[src/rtl/prod_accumulator.sv]
// Streaming accumulator behind the Dadda multiplier: sums a programmed number of
// unsigned products and returns the total with a sticky carry-out flag.
module prod_accumulator #(
  parameter int DATA_W = 32,
  parameter int ACC_W  = 40,
  parameter int CNT_W  = 8
) (
  input  logic              clk,
  input  logic              rst_n,
  input  logic              start,
  input  logic [CNT_W-1:0]  len,
  input  logic              clr,
  input  logic              prod_valid,
  input  logic [DATA_W-1:0] prod_data,
  output logic              prod_ready,
  output logic              res_valid,
  output logic [ACC_W-1:0]  res_data,
  output logic              res_ovf,
  input  logic              res_ready,
  output logic              busy
);

  typedef enum logic [1:0] {
    S_IDLE = 2'd0,
    S_ACC  = 2'd1,
    S_DONE = 2'd2
  } state_t;

  state_t             r_state;
  logic [ACC_W-1:0]   r_acc;
  logic               r_ovf;
  logic [CNT_W-1:0]   r_rem;

  state_t             w_state_next;
  logic [ACC_W-1:0]   w_acc_next;
  logic               w_ovf_next;
  logic [CNT_W-1:0]   w_rem_next;
  logic               w_take_start;
  logic [ACC_W:0]     w_sum;

  // One extra bit on the adder captures the carry out of the accumulator.
  assign w_sum = {1'b0, r_acc} + {{(ACC_W + 1 - DATA_W){1'b0}}, prod_data};

  always_comb begin
    w_state_next = r_state;
    w_acc_next   = r_acc;
    w_ovf_next   = r_ovf;
    w_rem_next   = r_rem;
    w_take_start = 1'b0;
    if (clr) begin
      w_state_next = S_IDLE;
      w_acc_next   = '0;
      w_ovf_next   = 1'b0;
      w_rem_next   = '0;
    end else begin
      case (r_state)
        S_IDLE: w_take_start = start;
        S_ACC: begin
          if (prod_valid) begin
            w_acc_next = w_sum[ACC_W-1:0];
            w_ovf_next = r_ovf | w_sum[ACC_W];
            w_rem_next = r_rem - 1'b1;
            if (r_rem == CNT_W'(1)) w_state_next = S_DONE;
          end
        end
        S_DONE: begin
          if (res_ready) begin
            w_state_next = S_IDLE;
            w_take_start = start;
          end
        end
        default: w_state_next = S_IDLE;
      endcase
      // A start seen at a result handshake begins the next run without a bubble.
      if (w_take_start) begin
        w_acc_next   = '0;
        w_ovf_next   = 1'b0;
        w_rem_next   = len;
        w_state_next = (len == '0) ? S_DONE : S_ACC;
      end
    end
  end

  always_ff @(posedge clk or negedge rst_n) begin
    if (!rst_n) begin
      r_state <= S_IDLE;
      r_acc   <= '0;
      r_ovf   <= 1'b0;
      r_rem   <= '0;
    end else begin
      r_state <= w_state_next;
      r_acc   <= w_acc_next;
      r_ovf   <= w_ovf_next;
      r_rem   <= w_rem_next;
    end
  end

  assign prod_ready = (r_state == S_ACC);
  assign res_valid  = (r_state == S_DONE);
  assign busy       = (r_state != S_IDLE);
  assign res_data   = r_acc;
  assign res_ovf    = r_ovf;

endmodule

[config.mk]
export PLATFORM = sky130hd
export DESIGN_NAME = prod_accumulator
export DESIGN_NICKNAME = d
export VERILOG_FILES = /design/src/rtl/prod_accumulator.sv
export SDC_FILE = /design/constraint.sdc
export NUM_CORES = 1
export LEC_CHECK = 0
export BUFFER_PORTS_ARGS = -buffer_cell sky130_fd_sc_hd__buf_4
export CAP_MARGIN = 20
export CORE_MARGIN = 2
export CORE_UTILIZATION = 43
export DETAILED_ROUTE_END_ITERATION = 8
export GPL_TIMING_DRIVEN = 0
export PLACE_DENSITY = 0.65
export SLEW_MARGIN = 10
export SYNTH_ARGS = -nofsm -noshare
export SYNTH_HDL_FRONTEND = slang
export SYNTH_SLANG_ARGS = --single-unit
[constraint.sdc]
create_clock -name clk -period 3.6 [get_ports clk]
set_clock_uncertainty 0.15 [all_clocks]
set_input_delay 0.54 -clock clk [delete_from_list [all_inputs] [get_ports clk]]
set_output_delay 0.54 -clock clk [all_outputs]
set_load 0.005 [all_outputs]
==> results.py <==
metrics = {
    "clock_tree": {
        "cts-root-buf": "clkbuf_8",
        "cts_tree": "done",
        "cts_num_sinks": 51,
        "h-tree-depth": 2,
        "cts_buffer_depth": 2,
        "clkSlewWorstSetupHoldPaths_ns": 0.10,
        "cts_hold_buf": 0,
        "numCtsBuffers": 5,
        "cts_setup_buffers": 0,
        "cts.repair.resized": 0,
        "worstSkewPairLatency_ns": 0.31,
    },
    "min_path": {
        "hold_class": "input port to asynchronous set/reset pin",
    },
    "placement": {
        "dp_slack_ns": 0.457,
        "portBuffers": 89,
        "place.gp.congestion": 0.968,
        "dp_hpwl_um": 9920,
        "dp.cells": 765,
    },
    "power": {
        "p_sw_frac": 0.338,
        "switching_power_w": 0.000518,
        "p_seq_frac": 0.411,
        "cellLeakagePower_nw": 2.53,
        "pwr-share-clk": 0.286,
        "power_w": 0.00153,
        "vdd_ir_drop_max_uv": 182,
        "pwr-share-comb": 0.303,
        "power.density_nw_per_um2": 288,
        "intPower_w": 0.00101,
    },
    "global_routing": {
        "grt_usage": 0.239,
        "grt_start_max_net_pins": 52,
        "grt-ovfl-total": 0,
        "grt_pass1_wl_um": 21500,
        "antenna_found_initial": 0,
        "grt_pass1_vias": 4386,
    },
    "cells_and_area": {
        "fill_cells": 982,
        "nets": 720,
        "drive_gt1_frac": 0.188,
        "syn2layout_area_growth_pct": 21.9,
        "antenna_cells": 0,
        "finalNonFillerCells": 773,
    },
    "synth": {
        "synth-edff-count": 0,
        "synth_top_family_by_area": "simple AND/OR/NAND/NOR gates",
        "muxShareOfSynthArea": 0.00918,
        "ys_seq_area_frac": 0.293,
        "avgSynthCellArea_um2": 8.03,
        "ys_types": 72,
        "synth_nets": 624,
        "async_flop_share": 1.00,
        "netlist_instances": 543,
        "synthAdderAreaFrac": 0.102,
        "yosys_warnings": 0,
        "ys_ff_latch": 51,
        "yosys.area_share.simple": 0.263,
        "netlist_area_um2": 4360,
        "synthFlopType": "dfrtp_1",
        "synth_xor_area_frac": 0.0442,
        "synth_compound_area_frac": 0.250,
    },
    "worst_setup_path": {
        "cp.required_ns": 3.71,
        "cp_slowest_cell": "or3b_1",
        "path_depth": 9,
        "startpoint_type": "flop",
        "cp.buffers_inverters": 0,
        "reg2reg_slack_ns": 0.68,
        "cp-end-kind": "flop",
        "path_max_fanout": 4,
        "cp_top_family": "compound AO/OA/AOI/OAI gates",
        "crit_type": "flop to flop",
        "critical_path.max_stage_delay_ns": 0.46,
        "r2r_end": "res_data[36]",
        "r2r_start": "res_data[0]",
        "crit_arrival_ns": 3.02,
        "worst_r2r_path_depth": 9,
        "crit_chain": "ha_1 -> fa_1 -> a21oi_1 -> nand4b_1 -> a211oi_2 -> o311ai_1 -> or3b_1 -> a31oi_1 -> a41o_1",
    },
    "timing": {
        "fin_crit_ns": 2.92,
        "clock.fmax_ghz": 0.343,
        "fin_crit_sh": 0.810,
        "finalSetupTns_ns": 0,
        "hold_viol": 0,
        "slew_headroom": 0.366,
        "fin_ws_ns": 0.683,
        "slew_violations": 0,
        "rsz0062_at_grt": "no",
        "tightest_slew_ns": 0.950,
        "finalSetupViolCount": 0,
    },
    "floorplan": {
        "die_y_um": 105,
        "fp.dieW_um": 105,
        "boundaryPins": 90,
        "initial_core_util": 0.444,
        "die_area_um2": 11000,
        "rows": 36,
        "core-area_um2": 9820,
    },
    "drt": {
        "drc": 0,
        "wl_per_cell_um": 17.0,
        "routed_via_density": 5.88,
        "drt_pass1_iterations": 5,
        "ant_nets": 0,
        "detail_route.iter0.violations": 306,
        "vias": 4544,
        "routed_wl_um": 13100,
    },
    "status": {
        "status": "completed",
    },
    "job": {
        "drv_cap": 0,
    },
}
-- state kept, by name, indices dropped and copies added, names as in the netlist --
name / flops
r_state: 2
r_rem: 8
res_ovf: 1
res_data: 40
-- power groups by stage --
stage	logic, W	registers, W	clock network (W)
4_1_cts	0.000460	0.000630	0.000455
2_1_floorplan	0.000286	0.000636	0
3_3_place_gp	0.000452	0.000639	0
6_report	0.000464	0.000630	0.000439
5_1_grt	0.000514	0.000635	0.000476
3_5_place_dp	0.000458	0.000641	0
-- kinds of logic (layout without fill, tap and decap cells) --
group | after synthesis | count (layout)
flip-flops | 51 | 51
adder cells (fa/ha/maj) | 35 | 35
XOR/XNOR | 22 | 22
buffers and inverters | 37 | 134
AND/OR/NAND/NOR | 227 | 227
multiplexers | 4 | 4
AO/OA/AOI/OAI | 167 | 167
-- stage by stage --
stage	hold slack (ns)	utilization	instance area, µm²
global placement	0.346	0.529	5200
floorplan	0.0944	-	4360
global route	0.160	0.542	5320
CTS	0.132	0.542	5320
finish	0.108	0.542	5320
detailed placement	0.346	0.529	5200
-- how the worst max path moves through the flow --
stage / start / to
6_report: res_data[0] / res_data[36]
5_1_grt: res_data[0] / res_data[36]
4_1_cts: res_data[0] / res_data[36]
3_5_place_dp: prod_data[0] / res_data[36]
3_3_place_gp: prod_data[0] / res_ovf
2_1_floorplan: prod_data[0] / res_data[36]
-- placed cells by master, fill, tap and decap left out, types with 5 or more instances in the layout --
| cell | instances |
|---|---|
| ha_1 | 34 |
| clkbuf_1 | 16 |
| nand3_1 | 31 |
| a31oi_1 | 5 |
| nand4_1 | 10 |
| nand2_1 | 75 |
| or4_1 | 6 |
| dfrtp_1 | 51 |
| o21ai_1 | 6 |
| nor2_1 | 37 |
| nand2b_1 | 6 |
| buf_4 | 90 |
| xor2_1 | 11 |
| clkbuf_8 | 6 |
| nor4_1 | 8 |
| and3_1 | 10 |
| inv_1 | 12 |
| or3_1 | 9 |
| a21o_1 | 14 |
| xnor2_1 | 11 |
| o21ai_0 | 25 |
| nor3_1 | 9 |
| a21oi_1 | 58 |
| o211ai_1 | 6 |
| a211oi_1 | 8 |
-- cell usage after synthesis (2+ instances only) --
master,number,area (µm²)
nand2_1,75,282
a21oi_1,58,290
dfrtp_1,51,1280
nor2_1,37,139
ha_1,34,425
nand3_1,31,155
o21ai_0,25,125
clkbuf_1,16,60.1
a21o_1,14,105
inv_1,12,45.0
xnor2_1,11,96.3
xor2_1,11,96.3
and3_1,10,62.6
nand4_1,10,62.6
nor3_1,9,45.0
or3_1,9,56.3
a211oi_1,8,60.1
nor4_1,8,50.1
nand2b_1,6,37.5
o211ai_1,6,45.0
o21ai_1,6,30.0
or4_1,6,45.0
a31oi_1,5,31.3
a221oi_1,4,35.0
a311oi_1,4,35.0
mux2i_1,4,40.0
nor2b_1,4,25.0
o31ai_1,4,30.0
a211o_1,3,26.3
and2_1,3,18.8
buf_2,3,15.0
buf_6,3,33.8
nor3b_1,3,22.5
o21a_1,3,22.5
a21oi_2,2,17.5
a311o_1,2,20.0
a41o_1,2,20.0
and4_1,2,17.5
nor3b_2,2,25.0
o2111ai_1,2,17.5
o21bai_1,2,15.0
o311a_1,2,20.0
or2_2,2,12.5
-- layer usage --
layer	vias to the layer above	track usage	share of wire
li1	2219	-	-
met1	2159	0.332	0.45
met2	149	0.387	0.47
met3	17	0.0343	0.059
met4	0	0.0657	0.018
met5	-	0	0
-- area by class of cell --
| type | instances | area, µm² | area share |
|---|---|---|---|
| Buffer | 24 | 120 | 0.0226 |
| Clock buffer | 6 | 82.6 | 0.0155 |
| Tap cell | 133 | 166 | 0.0313 |
| Timing Repair Buffer | 89 | 668 | 0.126 |
| Inverter | 13 | 48.8 | 0.00917 |
| Sequential cell | 51 | 1280 | 0.240 |
| Clock inverter | 2 | 38.8 | 0.00729 |
| Multi-Input combinational cell | 455 | 2920 | 0.549 |
(Power assumes the default switching activity.)
